### src/rtl/chunked_subtractor.sv
// Multi-cycle subtractor: a - b - borrow, one CHUNK-bit slice per clock, LSB slice first,
// with start/ready request and valid/ready result handshakes.
module chunked_subtractor #(
  parameter int WIDTH = 16,
  parameter int CHUNK = 4
) (
  input  logic             clk_in,
  input  logic             rst_n_in,
  input  logic             start_in,
  input  logic [WIDTH-1:0] a_in,
  input  logic [WIDTH-1:0] b_in,
  input  logic             borrow_in,
  output logic             ready_out,
  output logic             result_valid_out,
  input  logic             result_ready_in,
  output logic [WIDTH-1:0] diff_out,
  output logic             borrow_out,
  output logic             zero_out,
  output logic             negative_out,
  output logic             overflow_out
);

  localparam int N  = WIDTH / CHUNK;
  localparam int CW = (N > 1) ? $clog2(N) : 1;
  localparam logic [CW-1:0] LAST_SLICE = CW'(N - 1);

  typedef enum logic [1:0] {IDLE, RUN, DONE} state_t;

  state_t           state_q;
  logic [WIDTH-1:0] a_q;
  logic [WIDTH-1:0] b_q;
  logic [WIDTH-1:0] acc_q;
  logic [WIDTH-1:0] acc_d;
  logic [CW-1:0]    cnt_q;
  logic             borrow_q;
  logic             a_msb_q;
  logic             b_msb_q;
  logic [CHUNK:0]   slice_res;

  logic [WIDTH-1:0] diff_q;
  logic             borrow_out_q;
  logic             zero_q;
  logic             negative_q;
  logic             overflow_q;

  // Operands shift right each slice so the active slice is always bits [CHUNK-1:0];
  // the accumulator fills from the top so it is aligned after the last slice.
  always_comb begin
    slice_res = {1'b0, a_q[CHUNK-1:0]} - {1'b0, b_q[CHUNK-1:0]} - {{CHUNK{1'b0}}, borrow_q};
    acc_d = acc_q >> CHUNK;
    acc_d[WIDTH-1 -: CHUNK] = slice_res[CHUNK-1:0];
  end

  always_ff @(posedge clk_in or negedge rst_n_in) begin
    if (!rst_n_in) begin
      state_q      <= IDLE;
      a_q          <= '0;
      b_q          <= '0;
      acc_q        <= '0;
      cnt_q        <= '0;
      borrow_q     <= 1'b0;
      a_msb_q      <= 1'b0;
      b_msb_q      <= 1'b0;
      diff_q       <= '0;
      borrow_out_q <= 1'b0;
      zero_q       <= 1'b0;
      negative_q   <= 1'b0;
      overflow_q   <= 1'b0;
    end else begin
      case (state_q)
        IDLE: begin
          if (start_in) begin
            a_q      <= a_in;
            b_q      <= b_in;
            a_msb_q  <= a_in[WIDTH-1];
            b_msb_q  <= b_in[WIDTH-1];
            borrow_q <= borrow_in;
            acc_q    <= '0;
            cnt_q    <= '0;
            state_q  <= RUN;
          end
        end
        RUN: begin
          a_q      <= a_q >> CHUNK;
          b_q      <= b_q >> CHUNK;
          acc_q    <= acc_d;
          borrow_q <= slice_res[CHUNK];
          cnt_q    <= cnt_q + CW'(1);
          if (cnt_q == LAST_SLICE) begin
            // Signed overflow from the original operand signs and the final result sign.
            diff_q       <= acc_d;
            borrow_out_q <= slice_res[CHUNK];
            zero_q       <= (acc_d == '0);
            negative_q   <= acc_d[WIDTH-1];
            overflow_q   <= (a_msb_q ^ b_msb_q) & (acc_d[WIDTH-1] ^ a_msb_q);
            state_q      <= DONE;
          end
        end
        DONE: begin
          if (result_ready_in) begin
            state_q <= IDLE;
          end
        end
        default: state_q <= IDLE;
      endcase
    end
  end

  assign ready_out        = (state_q == IDLE);
  assign result_valid_out = (state_q == DONE);
  assign diff_out         = diff_q;
  assign borrow_out       = borrow_out_q;
  assign zero_out         = zero_q;
  assign negative_out     = negative_q;
  assign overflow_out     = overflow_q;

endmodule

### config.mk
export PLATFORM = sky130hd
export DESIGN_NAME = chunked_subtractor
export DESIGN_NICKNAME = d
export VERILOG_FILES = /design/src/rtl/chunked_subtractor.sv
export SDC_FILE = /design/constraint.sdc
export NUM_CORES = 1
export LEC_CHECK = 0
export CORE_MARGIN = 10
export CORE_UTILIZATION = 56
export CTS_CLUSTER_SIZE = 24
export DETAILED_ROUTE_END_ITERATION = 10
export GPL_ROUTABILITY_DRIVEN = 0
export PLACE_DENSITY = 0.85
export SETUP_SLACK_MARGIN = 0.1
export SKIP_LAST_GASP = 1
export SYNTH_ARGS = -nofsm -noshare
export SYNTH_HDL_FRONTEND = slang
export SYNTH_SLANG_ARGS = --single-unit
### constraint.sdc
create_clock -name clk_in -period 4.9 [get_ports clk_in]
set_input_delay 0.98 -clock clk_in [delete_from_list [all_inputs] [get_ports clk_in]]
set_output_delay 0.98 -clock clk_in [all_outputs]
set_load 0.01 [all_outputs]
==> key figures, run 1 <==
Worst setup path
  – Worst EP arrival: 1.68 ns
  – Reg2reg end: zero_out
  – Crit-path max FO: 7
  – Critical R2R Launch: b_q[0]
  – Crit path required time: 3.92 ns
  – Worst path cell trace: nand2b_1, inv_1, clkdlybuf4s50_1
  – End of the critical path: result_valid_out
  – Top Family by Delay on Critical Path: buffers and inverters
  – CP max-delay cell: clkdlybuf4s50_1
  – CP peak stage delay: 0.54 ns
  – Critical Path Source Type: flip-flop
  – Total stage count of the critical path: 3
  – Internal reg-to-reg setup slack: 2.39 ns
  – Buf/Inv on CP: 2
  – Worst Setup SP: state_q[0]
  – CP endpoint kind: output port
  – WS Path Type: reg2out
  – Worst Reg-to-Reg Cells: 8

Logic synthesis
  – Synth warnings: 0
  – Adder-cell area share of the yosys netlist: 4.07%
  – Share of the synthesized area in the top cell type: 55.9%
  – Compound-cell area share of the yosys netlist: 10.7%
  – Area leader, netlist: dfrtp_1
  – Ys flop type: dfrtp_1
  – Sequential share of the synthesized area: 55.9%
  – Synth top area cells: dfrtp_1 56%, nand2_1 12%, a31oi_1 4.8%
  – Syn avg cell area: 9.47 sq um
  – Seq cells post-synth: 70
  – Syn Std Cell Area: 3140 sq um
  – Simple-gate share of the synthesized area: 19.6%
  – Syn Nets: 377
  – Cells after synthesis: 331
  – Mux cell area share after synthesis: 4.63%
  – Fraction of registers with async set/reset: 100%
  – Yosys cell types: 33
  – Largest family of logic cells by synthesized area: simple AND/OR/NAND/NOR gates
  – Post-synth EDFFs: 0
  – Xor/xnor share of the synthesized area: 0.838%

Flow run
  – Reported max-cap violation count: 0

Floorplan
  – I/O pin cnt: 59
  – Die ar.: 8990 sq um
  – Initial Util: 57.3%
  – FP Rows: 27
  – Die span in x: 94.8 um
  – CORE AREA: 5470 sq um
  – Die height: 94.8 um

Global routing
  – Gr usage total: 16.1%
  – Vias in the first global route: 2566
  – Largest net degree at the start of global routing: 73
  – Grt met1 use: 20.4%
  – Grt met2 use: 24.5%
  – Grt met3 use: 4.36%
  – First-pass GRT wire length: 11.6 mm
  – Gr ovfl total: 0
  – Initial antenna violation count: 0
  – Gr busiest metal: met2

Worst hold path
  – HP Class: reg2reg

Routing
  – Via count: 2491
  – Post-route ant nets: 0
  – Detailed-router iteration count before antenna repair: 4
  – Vias/cell: 5.43
  – DRT iter0 DRCs: 114
  – DR WL/cell: 15.1 um
  – Final wirelength: 6.94 mm
  – Drt drc: 0

CTS
  – Root Buffer: clkbuf_8
  – CTS Buf Count: 9
  – Clk buf depth: 2
  – Buffer count from post-CTS setup fixing: 0
  – Cells resized by post-CTS repair: 0
  – Worst-Skew Late Latency: 0.35 ns
  – Clock Sinks: 70
  – # hold bufs at CTS: 0
  – Clock-pin transition on the worst setup and hold timing paths: 0.07 ns
  – CTS tree: yes
  – Htree depth: 3

Place
  – I/O Buffers: 58
  – DP HPWL: 4.96 mm
  – Instance area at placement: 3740 sq um

Final layout
  – Number of diodes: 0
  – Area delta synth->final: 26.0%
  – Number of fill cells: 419
  – Design area: 3950 sq um
  – Post-layout net count: 428
  – Most frequent cells in the layout: 98 x nand2_1, 70 x dfrtp_1, 57 x clkdlybuf4s50_1, 28 x nor2_1, 28 x o21ai_0
  – Storage cell area: 1750 sq um
  – Area of the multi-input gates: 1260 sq um
  – Commonest non-fill, non-tap cell in the layout: nand2_1
  – Layout cell share with drive strength beyond 1: 9.56%

STA
  – Clock skew: 0.00892 ns
  – Total negative slack: 0 ns
  – Fin crit share: 54.3%
  – RSZ-0062 raised after global routing: no
  – Post-route minimum period: 2.66 ns
  – Worst slew margin: 19.3%
  – Final Slew Violations: 0
  – Worst slew pin tran: 1.21 ns
  – Fin. Hold Viols: 0
  – Fmax: 376 MHz
  – Final setup fails: 0

Outcome
  – Outcome: finished, final reports clean

Power and ir drop
  – Pwr/cell area: 718 nW/um^2
  – LEAKAGE: 1.80 nW
  – Peak supply drop: 0.000371 V
## state kept, by name, indices dropped and copies added (netlist names)
signal	cells
cnt_q	2
overflow_out	1
a_q	16
borrow_out	1
b_msb_q	1
zero_out	1
diff_out	16
acc_q	12
state_q	2
borrow_q	1
b_q	16
a_msb_q	1
## synthesized netlist by cell type (2+ instances only)
cell type	instances
xnor2_1	2
mux2_2	12
clkbuf_1	14
nand3_1	4
dfrtp_1	70
a31oi_1	24
inv_1	12
nor2_1	28
ha_1	7
nand2b_1	2
fa_1	2
nor2b_1	2
nand2_1	98
buf_2	6
o21ai_0	28
or4_1	2
a21oi_1	2
## power breakdown
part	internal (mW)	leakage (nW)	switching, mW
Clock	0.251	0.0987	0.225
Combinational	0.582	0.828	0.728
Sequential	0.861	0.869	0.191
Total	1.69	1.80	1.14
## cells by family (layout without fill, tap and decap cells)
family	Yosys count	after routing
compound gates	59	59
xor+xnor	3	3
fa+ha+maj	9	9
buf+inv	33	89
flops	70	70
mux	13	13
simple gates	144	144
## how the worst min path moves through the flow
stage	slack (ns)	endpoint	startpoint	cells past startpoint
3_3_place_gp	0.46	borrow_out	borrow_out	2
2_1_floorplan	0.45	a_q[15]	a_q[15]	2
6_report	0.48	borrow_out	borrow_out	2
5_1_grt	0.51	borrow_out	borrow_out	2
3_5_place_dp	0.47	borrow_out	borrow_out	2
4_1_cts	0.49	borrow_out	borrow_out	2
## cell type report
cell class / count / area share, %
multi-input combinational: 228 / 31.8
clock inverter: 6 / 1.80
clock buffer: 10 / 3.48
timing repair buffer: 61 / 15.1
inverter: 12 / 1.14
sequential: 70 / 44.3
tap: 72 / 2.28
## stage by stage
stage	hold slack (ns)	setup slack (ns)	utilization, %	power, mW	std cells
2_1_floorplan	0.447	2.84	-	1.92	331
6_report	0.483	2.24	72.2	2.84	459
5_1_grt	0.508	2.18	72.2	3.08	459
3_5_place_dp	0.471	2.13	68.4	2.37	443
4_1_cts	0.488	2.22	72.2	2.86	459
3_3_place_gp	0.462	2.19	68.4	2.29	443
## worst reg2reg max path, delay by kind of cell, from the launching register on
| family | cells | cell delay (ns) |
|---|---|---|
| simple gates | 2 | 0.83 |
| fa+ha+maj | 2 | 0.75 |
| flops | 1 | 0.38 |
| compound gates | 2 | 0.34 |
| buf+inv | 2 | 0.14 |
## per-layer routing
layer	vias to the layer above	routed length, um
li1	1200	-
met1	1195	3150
met2	78	3110
met3	18	485
met4	0	193
met5	-	0
No activity file was read; power rests on OpenSTA's default activity.
==> run 2: changes to the inputs <==
--- a/config.mk
+++ b/config.mk
@@ -6,11 +6,11 @@
 export NUM_CORES = 1
 export LEC_CHECK = 0
 export CORE_MARGIN = 10
-export CORE_UTILIZATION = 56
+export CORE_UTILIZATION = 52
 export CTS_CLUSTER_SIZE = 24
 export DETAILED_ROUTE_END_ITERATION = 10
 export GPL_ROUTABILITY_DRIVEN = 0
-export PLACE_DENSITY = 0.85
+export PLACE_DENSITY = 0.8
 export SETUP_SLACK_MARGIN = 0.1
 export SKIP_LAST_GASP = 1
 export SYNTH_ARGS = -nofsm -noshare
==> constraint.sdc (replaced) <==
create_clock -name clk_in -period 2.56 [get_ports clk_in]
set_input_delay 0.512 -clock clk_in [delete_from_list [all_inputs] [get_ports clk_in]]
set_output_delay 0.512 -clock clk_in [all_outputs]
set_load 0.01 [all_outputs]
==> run 2 against run 1 <==
Compared with the run above:
- final cell count is 1.5% higher
- worst setup slack lost 1.9 ns
- first-iteration DRC count is 6.1% higher
- flip-flop and latch count unchanged
- critical path depth decreased by 1
- global-route usage fell by 0.92 points
- via count up 0.72%
- hold slack lost 0.31 ns
- non-clock buffer count grew 4
- clock skew decreased by 0.0013 ns
- total power increased by 93%
- highest routed layer unchanged
==> key figures, run 2 (same netlist as run 1, synthesis figures left out) <==
CTS
  – CTS Buf Count: 9 (unchanged)
  – Clk buf depth: 2 (unchanged)
  – Clock-pin transition on the worst setup and hold timing paths: 0.08 ns (about the same)
  – # hold bufs at CTS: 0 (unchanged)
  – CTS tree: yes
  – Clock Sinks: 70 (unchanged)
  – Htree depth: 3 (unchanged)
  – Worst-Skew Late Latency: 0.35 ns (about the same)
  – Root Buffer: clkbuf_8
  – Buffer count from post-CTS setup fixing: 0 (unchanged)

Power and ir drop
  – Gate power share: 46.7% (+0.6 points)
  – Clk pwr share: 16.3% (-0.5 points)
  – Pwr/cell area: 1360 nW/um^2 (+90%)
  – Switching share of power: 39.8% (-0.56 points)
  – LEAKAGE: 1.82 nW (+1.6%)
  – Int Power: 3.30 mW (+95%)
  – Sequential power share: 37.0% (about the same)
  – Peak supply drop: 0.000706 V (+90%)
  – Overall power: 5.48 mW (+93%)
  – Switching Power: 2.18 mW (+90%)

Worst setup path
  – Crit path required time: 2.05 ns (-1.87 ns)
  – Crit-path max FO: 7 (unchanged)
  – WS Path Type: reg2out
  – Worst EP arrival: 1.74 ns (+0.06 ns)
  – Critical Path Source Type: flip-flop
  – CP endpoint kind: output port

Routing
  – DRT iter0 DRCs: 121 (+6.1%)
  – Vias/cell: 5.38 (-0.79%)
  – Drt drc: 0 (unchanged)
  – Detailed-router iteration count before antenna repair: 4 (unchanged)
  – Via count: 2509 (+0.72%)
  – Post-route ant nets: 0 (unchanged)
  – Final wirelength: 7.02 mm (+1.2%)
  – DR WL/cell: 15.1 um (-0.35%)

Final layout
  – Design area: 4020 sq um (+1.7%)
  – Layout Utilization: 68.3% (-3.9 points)
  – Area delta synth->final: 28.2%
  – Post-layout net count: 432 (+0.93%)
  – Number of fill cells: 474 (+13%)
  – Post-Layout Cell Count: 466 (+1.5%)
  – Commonest non-fill, non-tap cell in the layout: nand2_1
  – Number of diodes: 0 (unchanged)
  – Layout cell share with drive strength beyond 1: 10.5% (+0.93 points)
  – Most frequent cells in the layout: 98 x nand2_1, 70 x dfrtp_1, 57 x clkdlybuf4s50_1, 28 x nor2_1, 28 x o21ai_0

Place
  – Placed Instances: 450 (+1.6%)
  – Instance area at placement: 3810 sq um (+1.9%)
  – I/O Buffers: 58 (unchanged)
  – DP HPWL: 5.15 mm (+3.8%)
  – Setup slack at placement: 0.299 ns (-1.83 ns)

STA
  – RSZ-0062 raised after global routing: no
  – Final setup fails: 0 (unchanged)
  – Final Hold Slack: 0.169 ns (-0.314 ns)
  – Total negative slack: 0 ns (unchanged)
  – Fin crit share: 87.9%
  – Clock skew: 0.00760 ns (-0.00132 ns)
  – Final Slew Violations: 0 (unchanged)
  – Worst slew pin tran: 0.628 ns (-0.582 ns)
  – Fin. Hold Viols: 0 (unchanged)
  – Post-route minimum period: 2.25 ns
  – Fmax: 444 MHz
  – Worst slew margin: 58.1% (+39 points)
  – Post-route worst setup slack: 0.309 ns (-1.93 ns)

Floorplan
  – CORE AREA: 5890 sq um (+7.5%)
  – Die ar.: 9540 sq um (+6.0%)
  – Die span in x: 97.7 um (+3.0%)
  – I/O pin cnt: 59 (unchanged)
  – Die height: 97.7 um (+3.0%)
  – Initial Util: 53.3% (-4.0 points)
  – FP Rows: 28 (+3.7%)

Global routing
  – Gr ovfl total: 0 (unchanged)
  – Initial antenna violation count: 0 (unchanged)
  – Largest net degree at the start of global routing: 48 (-34%)
  – First-pass GRT wire length: 11.9 mm (+3.0%)
  – Gr usage total: 15.2% (-0.92 points)
  – Vias in the first global route: 2515 (-2.0%)

Outcome
  – Outcome: finished, final reports clean

Flow run
  – Reported max-cap violation count: 0 (unchanged)

Worst hold path
  – HP Class: in2async
-- run 2: cell count changes in the layout (fill, tap and decap cells not counted), sizes merged --
cell	change
buf	+4
clkinv	-1
clkbuf	+1
-- run 2: power groups by stage --
| stage | registers (mW) | clock network (mW) | logic, mW |
|---|---|---|---|
| after floorplan | 1.97 | 0 | 1.70 |
| after global placement | 2.01 | 0 | 2.49 |
| after detailed placement | 2.04 | 0 | 2.58 |
| after CTS | 2.02 | 0.914 | 2.59 |
| after global routing | 2.09 | 0.963 | 2.89 |
| final | 2.03 | 0.892 | 2.56 |
-- run 2: area by class of cell --
type | count | area (sq um) | share of cell area (%)
clock buffer | 11 | 141 | 3.52
clock inverter | 5 | 58.8 | 1.46
inverter | 12 | 45.0 | 1.12
multi-input combinational | 228 | 1260 | 31.4
sequential | 70 | 1750 | 43.6
tap | 75 | 93.8 | 2.33
timing repair buffer | 65 | 666 | 16.6
-- run 2: timing repair --
| item | CTS | global route |
|---|---|---|
| hold endpoints to repair | 0 | 0 |
| setup endpoints to repair | 0 | 1 |
| resized for setup | 0 | 1 |
-- run 2: layer usage --
layer / track usage [%] / vias to the layer above / part of all wire [%]
met5: 0 / - / 0
met4: 7.72 / 0 / 2.6
li1: - / 1213 / -
met1: 18.3 / 1211 / 44
met2: 23.5 / 70 / 47
met3: 5.41 / 15 / 6.2
-- run 2: critical path, cell delays in order (launching register included) --
cell and delay (ns):
dfrtp_1 0.53, nor2_1 0.27, clkdlybuf4s50_1 0.59
-- run 2: path summary, 6_finish.rpt --
kind                       cells after the start  slack, ns          end  startpoint
max                                            2       0.31    ready_out  state_q[0]
min                                            1       0.17  diff_out[5]    rst_n_in
max reg2reg                                    8       0.35     zero_out    borrow_q
min reg2reg                                    2       0.48      a_q[15]     a_q[15]
max in group asynchronous                      2       1.75       a_q[3]    rst_n_in
min in group clk_in                            2       0.48      a_q[15]     a_q[15]
